--- src/rtl/led_pattern.sv ---
`default_nettype none
// ============================================================================
// led_pattern : LED pattern sequencer (rotate/bounce/bar) with PWM dimming
// Revision    : 1.0
// ============================================================================
module led_pattern #(
  parameter int WIDTH  = 16,
  parameter int PERIOD = 5000000
) (
  input  logic             clk,
  input  logic             rst,
  input  logic             en,
  input  logic             step,
  input  logic [1:0]       mode,
  input  logic [3:0]       duty,
  output logic [WIDTH-1:0] led,
  output logic             tick,
  output logic             dir
);

  localparam int             CW         = $clog2(PERIOD);
  localparam logic [CW-1:0]  c_cnt_last = CW'(PERIOD - 1);
  localparam logic [CW-1:0]  c_cnt_one  = CW'(1);
  localparam logic [WIDTH-1:0] c_pat_init = {{(WIDTH-1){1'b0}}, 1'b1};

  localparam logic [1:0] c_mode_rol    = 2'd0;
  localparam logic [1:0] c_mode_ror    = 2'd1;
  localparam logic [1:0] c_mode_bounce = 2'd2;

  logic [CW-1:0]    r_cnt;
  logic [WIDTH-1:0] r_pat;
  logic [WIDTH-1:0] r_led;
  logic [3:0]       r_pwm;
  logic [1:0]       r_mode_q;
  logic             r_step_q;
  logic             r_tick;
  logic             r_dir;

  logic             w_mode_chg;
  logic             w_adv;
  logic             w_on;
  logic [WIDTH-1:0] w_pat_nxt;
  logic             w_dir_nxt;

  assign w_mode_chg = (mode != r_mode_q);
  // A mode switch swallows any advance landing in the same cycle.
  assign w_adv = !w_mode_chg &&
                 ((en && (r_cnt == c_cnt_last)) || (!en && step && !r_step_q));
  assign w_on  = (duty == 4'hF) || (r_pwm < duty);

  always_comb begin
    w_pat_nxt = r_pat;
    w_dir_nxt = r_dir;
    case (mode)
      c_mode_rol: w_pat_nxt = {r_pat[WIDTH-2:0], r_pat[WIDTH-1]};
      c_mode_ror: w_pat_nxt = {r_pat[0], r_pat[WIDTH-1:1]};
      c_mode_bounce: begin
        // Reversal happens on the advance that would fall off the end.
        if (!r_dir) begin
          if (r_pat[WIDTH-1]) begin
            w_dir_nxt = 1'b1;
            w_pat_nxt = r_pat >> 1;
          end else begin
            w_pat_nxt = r_pat << 1;
          end
        end else begin
          if (r_pat[0]) begin
            w_dir_nxt = 1'b0;
            w_pat_nxt = r_pat << 1;
          end else begin
            w_pat_nxt = r_pat >> 1;
          end
        end
      end
      default: w_pat_nxt = (&r_pat) ? c_pat_init : {r_pat[WIDTH-2:0], 1'b1};
    endcase
  end

  always_ff @(posedge clk or negedge rst) begin
    if (!rst) begin
      r_cnt    <= '0;
      r_pat    <= c_pat_init;
      r_led    <= '0;
      r_pwm    <= 4'd0;
      r_mode_q <= 2'd0;
      r_step_q <= 1'b0;
      r_tick   <= 1'b0;
      r_dir    <= 1'b0;
    end else begin
      r_step_q <= step;
      r_mode_q <= mode;
      r_pwm    <= r_pwm + 4'd1;
      r_tick   <= w_adv;
      r_led    <= r_pat & {WIDTH{w_on}};
      if (w_mode_chg) begin
        r_pat <= c_pat_init;
        r_dir <= 1'b0;
        r_cnt <= '0;
      end else begin
        if (en) begin
          r_cnt <= (r_cnt == c_cnt_last) ? '0 : r_cnt + c_cnt_one;
        end
        if (w_adv) begin
          r_pat <= w_pat_nxt;
          r_dir <= w_dir_nxt;
        end
      end
    end
  end

  assign led  = r_led;
  assign tick = r_tick;
  assign dir  = r_dir;

endmodule
`default_nettype wire
--- config.mk ---
export PLATFORM = sky130hd
export DESIGN_NAME = led_pattern
export DESIGN_NICKNAME = d
export VERILOG_FILES = /design/src/rtl/led_pattern.sv
export SDC_FILE = /design/constraint.sdc
export NUM_CORES = 1
export LEC_CHECK = 0
export ABC_AREA = 1
export BUFFER_PORTS_ARGS = -buffer_cell sky130_fd_sc_hd__buf_2
export CAP_MARGIN = 20
export CORE_ASPECT_RATIO = 2
export CORE_UTILIZATION = 32
export CTS_CLUSTER_DIAMETER = 60
export DETAILED_ROUTE_END_ITERATION = 7
export HOLD_SLACK_MARGIN = 0.05
export REMOVE_ABC_BUFFERS = 1
export SETUP_SLACK_MARGIN = 0.3
export SKIP_LAST_GASP = 1
export SYNTH_ARGS = -nofsm -noshare
export SYNTH_HDL_FRONTEND = slang
export SYNTH_SLANG_ARGS = --single-unit
--- constraint.sdc ---
create_clock -name clk -period 1.7 [get_ports clk]
set_clock_uncertainty 0.15 [all_clocks]
set_input_delay 0.17 -clock clk [delete_from_list [all_inputs] [get_ports clk]]
set_output_delay 0.17 -clock clk [all_outputs]
set_load 0.02 [all_outputs]
# Yosys cells after proc, flatten, opt, wreduce, memory -nomap -nowiden
# Index checks and enable logic that the tools add are counted.
word_totals:
  out_inout_bits: 18
  ff_bits: 64
  word_cells: 48
  input_bits: 10
op_classes:
  n_addsub: 2
  n_eq_ne: 5
  bitwise_logic: 1
  mux: 16
  n_reduce_logical: 15
  n_lt_le_gt_ge: 1
op_table:
  columns: ["op", "count"]
  rows:
  - ["16-bit two-way mux", 6]
  - ["23-bit two-way mux", 3]
  - ["16-bit one-hot mux with 3 select lines", 1]
  - ["23-bit by 1-bit adder with 23-bit output (second input constant)", 1]
  - ["23-bit == test (second input constant)", 1]
  - ["16-bit AND", 1]
  - ["16-bit AND reduction", 1]
  - ["1-bit two-way mux", 6]
  - ["2-bit nonzero test", 3]
  - ["4-bit by 1-bit adder with 4-bit output (second input constant)", 1]
  - ["4-bit == test (second input constant)", 1]
  - ["1-bit logical AND", 4]
  - ["4-bit < comparator", 1]
  - ["1-bit logical NOT", 3]
  - ["2-bit by 1-bit == test with 1-bit output (second input constant)", 1]
  - ["2-bit == test (second input constant)", 1]
  - ["2-bit logical NOT", 1]
  - ["1-bit logical OR", 2]
  - ["2-bit inequality test", 1]
  - ["2-bit AND reduction", 1]

# Longest topological paths before layout
depth:
  word_depth: 7
  mapped_depth: 11

# Least setup slack after synthesis
# OpenSTA, ideal clock, no wires.
synth_path:
  path_type: "register to register"
  from: "register r_pwm[3]"
  to: "register r_led[10], in the netlist led[10]"
  t_arrival_ps: 1406
  t_required_ps: 1419
  path_buffers: 1
  synth_period_minus_slack_ps: 1687
  slack_ps: 13
  path_stages_with_launch: 7
  path_cell_list: "dfrtp_1 ha_1 nand2_1 o21ai_0 o21a_1 clkbuf_1 nor2_1"
synth_between:
  elab_chain_len: 3
synth_lines:
  columns: ["item", "line", "rtl"]
  rows:
  - ["start, declared", "33", "logic [3:0] r_pwm;"]
  - ["start signal, assigned", "92", "r_pwm <= r_pwm + 4'd1;"]
  - ["4-bit < comparator", "49", "assign w_on = (duty == 4'hF) || (r_pwm < duty);"]
  - ["1-bit logical OR", "49", null]
  - ["16-bit AND", "94", "r_led <= r_pat & {WIDTH{w_on}};"]
  - ["end signal, assigned", "94", null]
  - ["end, declared", "32", "logic [WIDTH-1:0] r_led;"]
# Every way passes these cells.
# A chain may end at the register's enable or synchronous reset.

# Worst setup path after layout
layout_path:
  from: "register r_cnt[3]"
  to: "register r_pat[7]"
layout_between:
  elab_chain_len: 5
layout_lines:
  columns: ["item", "line", "rtl"]
  rows:
  - ["start, declared", "30", "logic [CW-1:0] r_cnt;"]
  - ["start signal, assigned", "101", "r_cnt <= (r_cnt == c_cnt_last) ? '0 : r_cnt + c_cnt_one;"]
  - ["23-bit == test", "48", "((en && (r_cnt == c_cnt_last)) || (!en && step && !r_step_q));"]
  - ["1-bit logical AND", "48", null]
  - ["1-bit logical OR", "48", null]
  - ["1-bit logical AND", "47", "assign w_adv = !w_mode_chg &&"]
  - ["2-bit nonzero test (no line)", null, null]
  - ["end signal, assigned", "82", "r_pat <= c_pat_init;"]
  - ["end signal, assigned", "96", "r_pat <= c_pat_init;"]
  - ["end signal, assigned", "104", "r_pat <= w_pat_nxt;"]
  - ["end, declared", "31", "logic [WIDTH-1:0] r_pat;"]
# Every way passes these cells.

==> results.md <==
- Critical Path RT: 1820 ps
- Crit Reg-Reg Endpoint: r_pat[7]
- Worst-Margin Slew: between 500 and 600 ps
- RR Startpoint: r_cnt[3]
- Worst Path Max Fanout: 5
- Share of cells above drive strength 1: 41.9%
- WL final: 12700 um
- Outcome: finished, final reports clean
- Post-synth EDFFs: 0
- RSZ-0062 raised after global routing: yes
- Post-synth top cells: nand2_1, nor2_1, dfrtp_1, nand3_1, inv_1
- Syn_area_per_cell: 7.16 um^2
- Levels on crit path: 9
- Post-synth top area share: 42.3%
- Antenna diode count: 0
- CTS tree: built
- CP top delay family: simple AND/OR/NAND/NOR gates
- Vias in the first global route: approximately 4100
- Antenna violations before repair: 0
- FMAX: 0.601 GHz
- Fin cells: ~790
- Largest net degree at the start of global routing: 65
- Port bufs: 27
- Cell area after synthesis: ~3700 um^2
- Final hold vios: 0
- Die Y: 155 um
- Worst min path class: primary input to register
- Synthesized instance count: 520
- WL per Instance: roughly 16 um
- Die width: 78.3 um
- Total power: 3.91 mW
- DRT iter0 DRCs: 210
- Antenna Nets Post-Route: 0
- Inserted Clock Buffers: 9
- Vias: 4089
- GP Congestion: 0.951
- Drc violations: 0
- Area leader, netlist: dfrtp_1
- Worst Setup End Kind: register
- Final Cycle Share: 97.8%
- Most used flip-flop cell after synthesis: dfrtp_1
- Clock Sinks: between 60 and 70
- Starting density of the core: 33.0%
- FF-to-FF path depth: 9
- Final setup fails: 0
- Critical path endpoint: r_pat[7]
- Crit Path Category: register to register
- Clock tree buffer depth: 2
- H-tree Lvls: 3
- Site row count: 55
- IO Pins: 28
- Die area: 12100 um^2
- DR vias/cell: 5.17
- Period minus WS final: about 1700 ps
- Pwr Density: about 680 nW/um^2
- Total GRT Usage: 21.1%
- GR Layer Usage met3: 3.01%
- Total core area: about 11000 um^2
- Remaining global-route overflow: 0
- Clock latency on the worst-skew pair: about 330 ps
- CP Cell Sequence: nand2_2, nor2_4, nand2_2, nor2_4, nand3_4, nand2_8, buf_12, nand3_1, nand2_1
- Max cap viols: 0
- Yosys cell types: 36
- Register area share after synthesis: between 40 and 50%
- Critical path's largest stage delay: about 430 ps
- Placed cell count: about 740
- Relative slew margins: 63.7%
- GRT Max-Usage Layer: met2
- M2 GR Usage: 38.7%
- Post-DP HPWL: 8800 um
- Detailed Routing Iterations Pass 1: 5
- Worst vdd ir: 0.439 mV
- Global-route wire length before repair: about 20000 um
- Clock transition at the registers of the reported paths: 60 ps
- Synth Warn #: 0
- Synth area leaders: dfrtp_1, nand2_1, nand3_1
- Critical Path Source: r_cnt[3]
- Area Growth Syn to Fin: 54.5%
- #FFs+latches synth: between 60 and 70
- CP Launch Type: register
- Critical path buffers and inverters: 1
- Crit path DAT: 1790 ps
- Clock tree root buffer cell: clkbuf_16
- Most common cell in the synthesized netlist: nand2_1
- Fraction of registers with async set or reset after synthesis: between 90% and 100%
- Nets: ~660
- Final number of max-transition violations: 0
- CP max-delay cell: dfrtp_1
- Leakage: between 2 and 3 nW
- Met1 usage: about 20%
- R2r setup slk: 40 ps
[cell type report]
| type | count | area [um^2] |
|---|---|---|
| timing repair buffer | 127 | 1030 |
| tap | 142 | 178 |
| clock inverter | 7 | 72.6 |
| fill | 1077 | 5530 |
| clock buffer | 9 | 225 |
| sequential | 64 | 1610 |
| multi-input combinational | 384 | 2410 |
| inverter | 58 | 225 |
[cell families after synthesis]
family                     count (synthesis)  synth area share [%]
AOI/OAI and AO/OA                         43                  6.22
xor gates and xnor gates                   8                  2.08
adders and majority gates                  5                  1.68
buffers and inverters                     72                  8.13
DFF                                       64                  43.0
and+or+nand+nor                          328                  38.8
[worst min-delay path, stage by stage]
cell	delay [ps]
buf_2	120
inv_1	110
o41ai_2	100
[flip-flops by register name, summed over array words and instances (netlist names)]
signal,cells
r_pat,16
r_mode_q,2
r_cnt,23
dir,1
led,16
r_step_q,1
r_pwm,4
tick,1
[metrics by stage]
stage	setup TNS [ps]	instance area, um^2	setup slack (ps)	utilization [%]	hold WS [ps]
floorplan	0	3640	39.6	-	-276
global placement	0	4510	6.98	40.0	62.8
detailed placement	-137	4510	-65.8	40.0	66.4
CTS	0	5250	83.0	46.5	57.7
global route	-234	5750	-31.7	51.0	70.5
finish	0	5750	36.7	51.0	65.6
[per-layer routing]
layer	share of wire [%]	up-vias	wire length (um)
met5	0	-	0
met4	6.6	0	837
met3	2.6	59	334
met2	58	125	7290
met1	33	1968	4190
li1	-	1937	-
[worst min-delay path by stage]
stage	startpoint	to	slack, ps	cells past startpoint
final	en	r_cnt[2]	70	3
after global routing	en	r_cnt[2]	70	3
after CTS	en	r_cnt[2]	60	3
after detailed placement	rst	r_pwm[3]	70	2
after global placement	rst	r_pwm[3]	60	2
after floorplan	rst	dir	-280	0
[power by group]
group	switching (mW)	leakage [nW]	total [mW]	internal, mW
Combinational	0.314	1.63	0.521	0.207
Sequential	0.0158	0.870	1.57	1.55
Clock	0.688	0.141	1.82	1.13
Total	1.02	2.64	3.91	2.89
[cell usage in the layout (no fill, tap or decap), types with 4 or more instances in the layout]
cell type,instances
a21oi_1,8
nand2_1,126
o21ai_2,9
nand2_8,4
inv_1,47
nand4_1,21
nor3_1,8
nand2_2,23
buf_12,4
clkbuf_16,11
nor2_2,20
dfrtp_1,60
nand3_2,16
o21ai_0,12
nand3_4,5
buf_6,9
nor2_1,29
buf_2,27
o21ai_1,6
dlygate4sd3_1,4
inv_2,8
nor2_4,25
buf_4,79
nand3_1,43
[timing repair]
item | 4_1_cts | 5_1_grt
cloned | 0 | 2
endpoints found under the setup margin | 57 | 57
hold endpoints to repair | 67 | 0
resized for setup | 82 | 95
setup buffers | 12 | 14
hold buffers | 4 | 0
pin swaps | 22 | 42
Note: power is estimated with default switching activity, not from simulation.
